<file path="config.mk">
export PLATFORM = sky130hd
export DESIGN_NAME = lc4_ss_dispatch
export DESIGN_NICKNAME = d
export VERILOG_FILES = /design/src/rtl/lc4_ss_pkg.sv /design/src/rtl/lc4_ss_hazard.sv /design/src/rtl/lc4_ss_dispatch.sv
export SDC_FILE = /design/constraint.sdc
export NUM_CORES = 1
export LEC_CHECK = 0
export ABC_AREA = 1
export BUFFER_PORTS_ARGS = -buffer_cell sky130_fd_sc_hd__buf_4
export CAP_MARGIN = 20
export CELL_PAD_IN_SITES_DETAIL_PLACEMENT = 1
export CELL_PAD_IN_SITES_GLOBAL_PLACEMENT = 1
export CORE_UTILIZATION = 43
export DETAILED_ROUTE_END_ITERATION = 10
export HOLD_SLACK_MARGIN = 0.06
export PLACE_DENSITY = 0.91
export SLEW_MARGIN = 40
export SYNTH_ARGS = -nofsm -noshare
export SYNTH_HDL_FRONTEND = slang
export SYNTH_SLANG_ARGS = --single-unit
export TNS_END_PERCENT = 50
</file>
<file path="constraint.sdc">
create_clock -name clk -period 11.9 [get_ports clk]
set_input_delay 1.785 -clock clk [delete_from_list [all_inputs] [get_ports clk]]
set_output_delay 1.785 -clock clk [all_outputs]
set_load 0.01 [all_outputs]
</file>
<file path="src/rtl/lc4_ss_pkg.sv">
// Shared micro-op type, stall codes and dependence helpers for the two-wide LC4 dispatch stage.
package lc4_ss_pkg;

   typedef struct packed {
      logic [15:0] insn;
      logic [15:0] pc;
      logic [2:0]  rs;
      logic        rs_re;
      logic [2:0]  rt;
      logic        rt_re;
      logic [2:0]  rd;
      logic        rd_we;
      logic        is_load;
      logic        is_store;
      logic        is_ctrl;
   } lc4_uop_t;

   localparam logic [1:0] STALL_NONE  = 2'd0;
   localparam logic [1:0] STALL_EMPTY = 2'd1;
   localparam logic [1:0] STALL_LTU   = 2'd2;
   localparam logic [1:0] STALL_SPLIT = 2'd3;

   // A store's rt is its data operand, which is bypassed later in M, so an rt-only match is not a hazard.
   function automatic logic dep(input lc4_uop_t u, input lc4_uop_t p);
      logic rs_hit;
      logic rt_hit;
      rs_hit = u.rs_re && (u.rs == p.rd);
      rt_hit = u.rt_re && (u.rt == p.rd) && !u.is_store;
      return p.rd_we && (rs_hit || rt_hit);
   endfunction

   function automatic logic is_mem(input lc4_uop_t u);
      return u.is_load || u.is_store;
   endfunction

endpackage

</file>
<file path="src/rtl/lc4_ss_hazard.sv">
// Combinational issue decision: how many of S0/S1 go to X this cycle, plus per-pipe stall codes.
// Zero latency; a hazard on S0 blocks S1 so issue stays strictly in order.
module lc4_ss_hazard
   import lc4_ss_pkg::*;
(
   input  lc4_uop_t   s0,
   input  logic       s0_vld,
   input  lc4_uop_t   s1,
   input  logic       s1_vld,
   input  lc4_uop_t   x_a,
   input  logic       x_vld_a,
   input  lc4_uop_t   x_b,
   input  logic       x_vld_b,
   output logic [1:0] issue_cnt,
   output logic [1:0] stall_a,
   output logic [1:0] stall_b
);

   logic lu0;
   logic lu1;
   logic split;
   logic unused_fields;

   assign lu0 = (x_vld_a && x_a.is_load && dep(s0, x_a)) ||
                (x_vld_b && x_b.is_load && dep(s0, x_b));
   assign lu1 = (x_vld_a && x_a.is_load && dep(s1, x_a)) ||
                (x_vld_b && x_b.is_load && dep(s1, x_b));

   // Any of these keeps S1 behind; it becomes S0 next cycle and issues down pipe A.
   assign split = !s1_vld || dep(s1, s0) || (is_mem(s0) && is_mem(s1)) ||
                  s0.is_ctrl || lu1;

   always_comb begin
      issue_cnt = 2'd0;
      stall_a   = STALL_NONE;
      stall_b   = STALL_SPLIT;
      if (!s0_vld) begin
         stall_a = STALL_EMPTY;
         stall_b = STALL_EMPTY;
      end else if (lu0) begin
         stall_a = STALL_LTU;
         stall_b = STALL_LTU;
      end else if (split) begin
         issue_cnt = 2'd1;
         if (!s1_vld)
            stall_b = STALL_EMPTY;
         else if (lu1)
            stall_b = STALL_LTU;
         else
            stall_b = STALL_SPLIT;
      end else begin
         issue_cnt = 2'd2;
         stall_b   = STALL_NONE;
      end
   end

   assign unused_fields = ^{s0.insn, s0.pc, s1.insn, s1.pc, s1.rd, s1.rd_we, s1.is_ctrl,
                            x_a.insn, x_a.pc, x_a.rs, x_a.rs_re, x_a.rt, x_a.rt_re,
                            x_a.is_store, x_a.is_ctrl,
                            x_b.insn, x_b.pc, x_b.rs, x_b.rs_re, x_b.rt, x_b.rt_re,
                            x_b.is_store, x_b.is_ctrl};

endmodule

</file>
<file path="src/rtl/lc4_ss_dispatch.sv">
// Two-wide dispatch: 2-entry in-order buffer feeding the A/B execute latch; fetch->X is two edges.
// Backpressure via o_fd_accept (0-2 uops taken per cycle); gwe=0 freezes everything, flush empties it.
module lc4_ss_dispatch
   import lc4_ss_pkg::*;
(
   input  logic       clk,
   input  logic       rst,
   input  logic       gwe,
   input  logic       i_flush,
   input  logic [1:0] i_fd_valid,
   input  lc4_uop_t   i_fd_uop0,
   input  lc4_uop_t   i_fd_uop1,
   output logic [1:0] o_fd_accept,
   output logic [2:0] o_rs_A,
   output logic [2:0] o_rt_A,
   output logic [2:0] o_rs_B,
   output logic [2:0] o_rt_B,
   output lc4_uop_t   o_x_uop_A,
   output lc4_uop_t   o_x_uop_B,
   output logic       o_x_valid_A,
   output logic       o_x_valid_B,
   output logic [1:0] o_x_stall_A,
   output logic [1:0] o_x_stall_B
);

   lc4_uop_t   s0;
   lc4_uop_t   s1;
   logic       s0_vld;
   logic       s1_vld;

   logic [1:0] issue_cnt;
   logic [1:0] stall_a;
   logic [1:0] stall_b;

   logic [1:0] n_vld;
   logic [1:0] n_surv;
   logic [1:0] n_free;
   logic [1:0] n_fetch;
   logic [1:0] n_take;
   logic [1:0] n_total;
   lc4_uop_t   nxt_s0;
   lc4_uop_t   nxt_s1;

   lc4_ss_hazard u_hazard (
      .s0        (s0),
      .s0_vld    (s0_vld),
      .s1        (s1),
      .s1_vld    (s1_vld),
      .x_a       (o_x_uop_A),
      .x_vld_a   (o_x_valid_A),
      .x_b       (o_x_uop_B),
      .x_vld_b   (o_x_valid_B),
      .issue_cnt (issue_cnt),
      .stall_a   (stall_a),
      .stall_b   (stall_b)
   );

   assign o_rs_A = s0.rs;
   assign o_rt_A = s0.rt;
   assign o_rs_B = s1.rs;
   assign o_rt_B = s1.rt;

   assign n_vld   = {1'b0, s0_vld} + {1'b0, s1_vld};
   assign n_surv  = n_vld - issue_cnt;
   assign n_free  = 2'd2 - n_surv;
   assign n_fetch = {1'b0, i_fd_valid[0]} + {1'b0, i_fd_valid[1]};
   assign n_take  = (n_fetch < n_free) ? n_fetch : n_free;
   assign n_total = n_surv + n_take;

   assign o_fd_accept = (gwe && !i_flush) ? n_take : 2'd0;

   // Survivors keep their order at the front; accepted fetch uops fill in behind them.
   always_comb begin
      nxt_s0 = i_fd_uop0;
      nxt_s1 = i_fd_uop1;
      if (n_surv == 2'd2) begin
         nxt_s0 = s0;
         nxt_s1 = s1;
      end else if (n_surv == 2'd1) begin
         nxt_s0 = (issue_cnt == 2'd0) ? s0 : s1;
         nxt_s1 = i_fd_uop0;
      end
   end

   always_ff @(posedge clk or posedge rst) begin
      if (rst) begin
         s0          <= '0;
         s1          <= '0;
         s0_vld      <= 1'b0;
         s1_vld      <= 1'b0;
         o_x_uop_A   <= '0;
         o_x_uop_B   <= '0;
         o_x_valid_A <= 1'b0;
         o_x_valid_B <= 1'b0;
         o_x_stall_A <= STALL_EMPTY;
         o_x_stall_B <= STALL_EMPTY;
      end else if (gwe) begin
         if (i_flush) begin
            s0_vld      <= 1'b0;
            s1_vld      <= 1'b0;
            o_x_uop_A   <= '0;
            o_x_uop_B   <= '0;
            o_x_valid_A <= 1'b0;
            o_x_valid_B <= 1'b0;
            o_x_stall_A <= STALL_SPLIT;
            o_x_stall_B <= STALL_SPLIT;
         end else begin
            s0          <= nxt_s0;
            s1          <= nxt_s1;
            s0_vld      <= (n_total >= 2'd1);
            s1_vld      <= (n_total == 2'd2);
            o_x_uop_A   <= (issue_cnt >= 2'd1) ? s0 : '0;
            o_x_uop_B   <= (issue_cnt == 2'd2) ? s1 : '0;
            o_x_valid_A <= (issue_cnt >= 2'd1);
            o_x_valid_B <= (issue_cnt == 2'd2);
            o_x_stall_A <= stall_a;
            o_x_stall_B <= stall_b;
         end
      end
   end

endmodule

</file>
==> results.py, run 1 <==
metrics = {
    "status": {
        "status": "complete, no violations",
    },
    "routing": {
        "drt_pass1_iterations": 4,
        "drt_iter0_drc": 336,
        "routed_wl_um": 28030,
        "vias_per_cell": 5.248,
        "drc": 0,
        "wl_per_cell_um": 18.10,
        "num_vias": 8129,
        "final_antenna_net_count": 0,
    },
    "global_routing": {
        "grt_pass1_wl_um": 44620,
        "grtUsageTotal_pct": 25.80,
        "grt-ovfl-total": 0,
        "first_global_vias": 8643,
        "grt_max_degree": 138,
        "antenna_found_initial": 0,
    },
    "clock_network": {
        "postCtsSetupBuffers": 0,
        "cts_resized": 0,
        "numCtsBuffers": 17,
        "cts_tree": "yes",
        "cts_max_level": 4,
        "cts_root_buf": "clkbuf_16",
        "clock-sinks": 196,
        "clockBufferDepth": 2,
        "holdBufCountCts": 0,
        "clock_latency_ns": 0.43,
        "clkTransAtPathRegs_ns": 0.07,
    },
    "logic_synthesis": {
        "ys_types": 32,
        "syn_avg_cell_area_sq_um": 8.484,
        "yosysWarnings": 0,
        "syn_area_sq_um": 9315,
        "synth_async_sr_flop_share_pct": 100.0,
        "synth_edf_count": 0,
        "netlist_instances": 1098,
        "synth-seq-cells": 196,
        "synth-main-ff-cell": "dfrtp_1",
        "ys_seq_area_share_pct": 52.68,
        "synth_nets": 1206,
    },
    "placed_design": {
        "gp_congestion": 0.8028,
        "port_buffers": 213,
        "hpwl_um": 18890,
    },
    "sta": {
        "hold_violations": 0,
        "skew_ns": 0.01246,
        "achievable-frequency_mhz": 175.6,
        "min_period_ns": 5.696,
        "fin_tns_setup_ns": 0,
        "rsz0062_at_grt": "no",
        "worst-slew-pin-transition_ns": 0.7573,
        "max-slew-margin-rel_pct": 49.51,
        "setup_violations": 0,
        "slew_violations": 0,
        "whs_ns": 0.4889,
        "period_share_pct": 47.87,
    },
    "finish": {
        "fill_cells": 2566,
        "antennaDiodeCount": 0,
        "areaGrowthSynthToFinish_pct": 24.23,
        "drive_gt1_share_pct": 25.75,
        "final_nets": 1370,
    },
    "power_and_ir_drop": {
        "leakage_nw": 5.793,
        "power_switching_mw": 1.427,
        "seqPwrFrac_pct": 32.3,
        "sw_frac_of_total_pct": 46.02,
        "internal_power_mw": 1.674,
        "cellPowerDensity_nw_per_um2": 268.0,
        "power_frac_clock_pct": 18.6,
        "comb_power_share_pct": 49.1,
        "peakVddDrop_mv": 0.2052,
    },
    "floorplanning": {
        "num_rows": 53,
        "core-area_sq_um": 21150,
        "die_x_um": 149.2,
        "initial_core_util_pct": 44.04,
        "die_area_sq_um": 22260,
        "ios": 214,
        "fp.dieH_um": 149.2,
    },
    "worst_setup_path": {
        "cpMostUsedCell": "nand2_1",
        "crit_path_start_kind": "register",
        "r2r_slack_ns": 6.76,
        "crit_fanout": 6,
        "crit_slowest_cell": "dfrtp_1",
        "critPathMaxStageDelay_ns": 0.46,
        "path_class": "reg -> out",
        "cp_data_arrival_time_ns": 3.91,
        "required_ns": 10.12,
        "end_kind": "output pin",
    },
    "min_path": {
        "hp-class": "reg -> reg",
    },
    "job": {
        "cap_violations": 0,
    },
}
-- power by group through the flow --
| stage | Combinational (mW) | Sequential (mW) | Clock, mW |
|---|---|---|---|
| after floorplan | 1.10 | 0.983 | 0 |
| after global placement | 1.40 | 0.997 | 0 |
| after detailed placement | 1.51 | 1.01 | 0 |
| after CTS | 1.52 | 1.00 | 0.582 |
| after global routing | 1.71 | 1.02 | 0.611 |
| final | 1.52 | 1.00 | 0.576 |
-- metal layers --
layer  routed length (um)  vias up  global-route usage, %
met2                14450      180                  44.84
met5                    0        -                      0
li1                     -     3830                      -
met1                12120     4091                  33.53
met3                 1018       28                  3.058
met4                  449        0                  8.010
-- synthesized netlist by cell type, types with 11 or more instances --
| master | number | area, sq um |
|---|---|---|
| o211ai_2 | 40 | 500.5 |
| o21ai_0 | 91 | 455.4 |
| a31oi_1 | 47 | 294.0 |
| nor2_1 | 83 | 311.6 |
| o21ai_1 | 26 | 130.1 |
| inv_1 | 119 | 446.7 |
| buf_4 | 14 | 105.1 |
| buf_2 | 12 | 60.06 |
| o21ai_2 | 17 | 148.9 |
| clkbuf_1 | 37 | 138.9 |
| nand2_1 | 346 | 1299 |
| o22ai_1 | 11 | 68.82 |
| dfrtp_1 | 194 | 4855 |
-- worst paths after layout --
| kind | from | end | cells after the start |
|---|---|---|---|
| max in group asynchronous | rst | o_rt_B[0]$_DFFE_PP0P_ | 3 |
| min in group asynchronous | rst | s0[34]$_DFFE_PP0P_ | 2 |
| min reg2reg | o_x_uop_B[9]$_DFFE_PP0P_ | o_x_uop_B[9]$_DFFE_PP0P_ | 2 |
| max | o_rs_B[0]$_DFFE_PP0P_ | o_fd_accept[0] | 26 |
| max reg2reg | o_rs_B[0]$_DFFE_PP0P_ | s0[27]$_DFFE_PP0P_ | 24 |
| min | o_x_uop_B[9]$_DFFE_PP0P_ | o_x_uop_B[9]$_DFFE_PP0P_ | 2 |
-- kinds of logic after synthesis --
family	after synthesis	share of synthesized area, %
AOI/OAI and AO/OA	244	18.13
xor gates and xnor gates	1	0.09404
adders and majority gates	8	1.075
buffers and inverters	200	9.349
DFF	196	52.68
and+or+nand+nor	449	18.67
-- cells in the final DEF, fill, tap and decap left out, types with 2 or more instances in the layout --
cell and n:
inv_6 2, inv_2 6, dfrtp_1 194, o21ai_0 91, o211ai_1 7, nor2_4 3, nand2_4 2, dfstp_2 2
buf_4 215, clkbuf_16 17, nand2_2 2, buf_12 2, clkinvlp_4 2, a21oi_1 3, buf_6 3, o22ai_1 11
inv_8 5, o211ai_2 40, nand3_1 6, o21ai_2 17, nand2_1 345, nor2_1 83, nor3_1 3, ha_1 7
inv_1 117, o21ai_1 26, a31oi_1 47, clkinv_4 3
-- through the flow --
| stage | total power, mW | setup WS [ns] | utilization (%) | instances | area (sq um) |
|---|---|---|---|---|---|
| after floorplan | 2.079 | 4.778 | - | 1098 | 9315 |
| after global placement | 2.401 | 6.570 | 51.65 | 1516 | 10930 |
| after detailed placement | 2.518 | 6.654 | 51.88 | 1517 | 10970 |
| after CTS | 3.102 | 6.163 | 54.59 | 1548 | 11550 |
| after global routing | 3.347 | 5.737 | 54.71 | 1549 | 11570 |
| final | 3.101 | 6.204 | 54.71 | 1549 | 11570 |
-- critical path, delay by kind of cell, from the launching register on --
family / cells / cell delay (ns)
AND/OR/NAND/NOR: 13 / 1.21
flip-flops: 1 / 0.46
adder cells (fa/ha/maj): 4 / 0.90
AO/OA/AOI/OAI: 1 / 0.15
XOR/XNOR: 1 / 0.16
buffers and inverters: 7 / 0.60
-- flip-flops by register name (all words and copies together) (netlist names), 2 cells and up --
signal / cells
o_rs_A: 3
o_rt_A: 3
o_x_uop_B: 47
s1: 41
o_rs_B: 3
o_rt_B: 3
o_x_stall_B: 2
o_x_uop_A: 47
s0: 41
o_x_stall_A: 2
-- area by class of cell --
type                            instances  area [sq um]  area share [%]
Clock inverter                         13         145.1           1.254
Multi-Input combinational cell        702          3575           30.89
Inverter                              125         484.2           4.184
Sequential cell                       196          4907           42.40
Clock buffer                           18         429.2           3.709
Tap cell                              275         344.1           2.973
Timing Repair Buffer                  220          1688           14.59
Power figures use the tool's default switching activity.
==> run 2: changes to the inputs <==
--- a/config.mk
+++ b/config.mk
@@ -10,10 +10,10 @@
 export CAP_MARGIN = 20
 export CELL_PAD_IN_SITES_DETAIL_PLACEMENT = 1
 export CELL_PAD_IN_SITES_GLOBAL_PLACEMENT = 1
-export CORE_UTILIZATION = 43
+export CORE_UTILIZATION = 36
 export DETAILED_ROUTE_END_ITERATION = 10
 export HOLD_SLACK_MARGIN = 0.06
-export PLACE_DENSITY = 0.91
+export PLACE_DENSITY = 0.82
 export SLEW_MARGIN = 40
 export SYNTH_ARGS = -nofsm -noshare
 export SYNTH_HDL_FRONTEND = slang
==> constraint.sdc (replaced) <==
create_clock -name clk -period 4.57 [get_ports clk]
set_input_delay 0.6855 -clock clk [delete_from_list [all_inputs] [get_ports clk]]
set_output_delay 0.6855 -clock clk [all_outputs]
set_load 0.01 [all_outputs]
==> results.py, run 2 (synthesized netlist as in run 1, its figures left out) <==
metrics = {
    "power_and_ir_drop": {
        "leakage_nw": 5.889,
        "internal_power_mw": 4.457,
        "power_switching_mw": 3.784,
        "cellPowerDensity_nw_per_um2": 691.7,
        "sw_frac_of_total_pct": 45.92,
        "power_frac_clock_pct": 18.6,
        "seqPwrFrac_pct": 31.5,
        "peakVddDrop_mv": 0.9223,
        "comb_power_share_pct": 49.9,
    },
    "worst_setup_path": {
        "crit_fanout": 4,
        "crit_path_start_kind": "register",
        "path_class": "reg -> out",
        "critPathMaxStageDelay_ns": 0.45,
        "crit_slowest_cell": "dfrtp_2",
        "ff2ff_path_depth": 25,
        "reg2reg_from": "o_rs_B[0]$_DFFE_PP0P_",
        "required_ns": 3.88,
        "end_kind": "output pin",
        "cp_data_arrival_time_ns": 3.68,
        "crit_chain": "buf_6, nand2_1, nand2_1, nor2_1, nand2_1, nand2_1, nand2_1, nand2_2, nor2_4, nor3_2, ha_1, inv_1, ha_2, xor2_2, inv_1, nand4_1, nand2_2, inv_2, ha_4, ha_1, nand2_1, a21oi_2, and2_4, buf_6",
        "cpMostUsedCell": "nand2_1",
        "r2r-end": "o_rt_A[0]$_DFFE_PP0P_",
        "r2r_slack_ns": 0.51,
    },
    "finish": {
        "areaGrowthSynthToFinish_pct": 27.90,
        "final_common_cell": "nand2_1",
        "regArea_sq_um": 4921,
        "antennaDiodeCount": 0,
        "top_regs": "o_x_uop_A (47), o_x_uop_B (47)",
        "design_area_sq_um": 11910,
        "layout_common_cells": "342 x nand2_1, 229 x buf_4, 183 x dfrtp_1",
        "multi_input_area_sq_um": 3608,
        "final_nets": 1389,
        "fill_cells": 3012,
        "drive_gt1_share_pct": 29.37,
    },
    "clock_network": {
        "clock_latency_ns": 0.43,
        "numCtsBuffers": 17,
        "clock-sinks": 196,
        "cts_tree": "yes",
        "holdBufCountCts": 0,
        "clockBufferDepth": 2,
        "cts_root_buf": "clkbuf_16",
        "cts_max_level": 4,
        "clkTransAtPathRegs_ns": 0.08,
    },
    "global_routing": {
        "grt_pass1_wl_um": 46220,
        "use_met1_pct": 27.70,
        "grt_busiest_layer": "met2",
        "grt_max_degree": 142,
        "grt_use_met2_pct": 39.67,
        "grt_use_met3_pct": 4.915,
        "grtUsageTotal_pct": 22.22,
        "first_global_vias": 8611,
        "antenna_found_initial": 0,
        "grt-ovfl-total": 0,
    },
    "placed_design": {
        "gp_congestion": 0.8933,
        "hpwl_um": 18970,
        "place_area_sq_um": 11130,
        "port_buffers": 213,
    },
    "sta": {
        "setup_violations": 0,
        "worst-slew-pin-transition_ns": 0.7946,
        "whs_ns": 0.2877,
        "max-slew-margin-rel_pct": 47.03,
        "min_period_ns": 4.361,
        "period_share_pct": 95.42,
        "achievable-frequency_mhz": 229.3,
        "skew_ns": 0.01744,
        "slew_violations": 0,
        "fin_tns_setup_ns": 0,
        "hold_violations": 0,
    },
    "job": {
        "cap_violations": 0,
    },
    "min_path": {
        "hp-class": "in -> async",
    },
    "routing": {
        "final_antenna_net_count": 0,
        "drt_iter0_drc": 380,
        "drc": 0,
        "wl_per_cell_um": 17.66,
        "drt_pass1_iterations": 4,
        "routed_wl_um": 28680,
        "num_vias": 8120,
        "vias_per_cell": 5.000,
    },
    "floorplanning": {
        "die_x_um": 162.9,
        "initial_core_util_pct": 36.89,
        "core-area_sq_um": 25250,
        "ios": 214,
        "die_area_sq_um": 26520,
        "fp.dieH_um": 162.9,
        "num_rows": 58,
    },
    "status": {
        "status": "complete, no violations",
    },
}
[run 2: per-stage QoR]
stage	util, %	setup slack, ns	cells	power [mW]
2_1_floorplan	-	0.9584	1098	5.415
3_3_place_gp	43.94	0.5925	1575	6.430
3_5_place_dp	44.05	0.4893	1576	6.603
4_1_cts	46.40	0.01955	1608	8.178
5_1_grt	47.18	-0.07697	1624	8.945
6_report	47.18	0.2095	1624	8.241
[run 2: per-layer routing]
metal	vias up	wire, um
met5	-	0
met4	0	141
met3	10	1565
met2	167	14910
met1	4075	12070
li1	3868	-
[run 2: worst max-delay path: cells and delay by family (launching register included)]
family,cells,cell delay [ns]
XOR/XNOR,1,0.16
adder cells (fa/ha/maj),4,0.88
buffers and inverters,5,0.45
flip-flops,1,0.45
AO/OA/AOI/OAI,1,0.15
AND/OR/NAND/NOR,13,1.14
[run 2: how the worst max path moves through the flow]
stage | from | to | cells past startpoint
2_1_floorplan | o_x_uop_A[5]$_DFFE_PP0P_ | o_fd_accept[0] | 22
3_3_place_gp | o_rs_B[1]$_DFFE_PP0P_ | o_fd_accept[0] | 26
3_5_place_dp | o_rs_B[1]$_DFFE_PP0P_ | o_fd_accept[0] | 26
4_1_cts | o_rs_B[2]$_DFFE_PP0P_ | o_fd_accept[0] | 24
5_1_grt | o_rs_B[0]$_DFFE_PP0P_ | o_fd_accept[0] | 24
6_report | o_rs_B[0]$_DFFE_PP0P_ | o_fd_accept[0] | 24
[run 2: final cells by class]
cell class	instances	share of cell area [%]
clock buffers	17	3.571
clock inverters	15	1.386
inverters	125	4.096
multi-input cells	702	30.29
flip-flops and latches	196	41.30
well taps	330	3.466
repair buffers	239	15.89
[run 2: what timing repair did]
action                                  in CTS  in global routing
resized for setup                            3                 37
pin swaps                                    0                 11
buffers inserted                             0                 16
endpoints found under the setup margin       1                  1
[run 2: power groups by stage]
stage | Sequential [mW] | Combinational [mW] | Clock [mW]
after CTS | 2.59 | 4.01 | 1.58
final | 2.60 | 4.11 | 1.53
after floorplan | 2.56 | 2.85 | 0
after global routing | 2.66 | 4.64 | 1.64
after global placement | 2.58 | 3.85 | 0
after detailed placement | 2.62 | 3.98 | 0
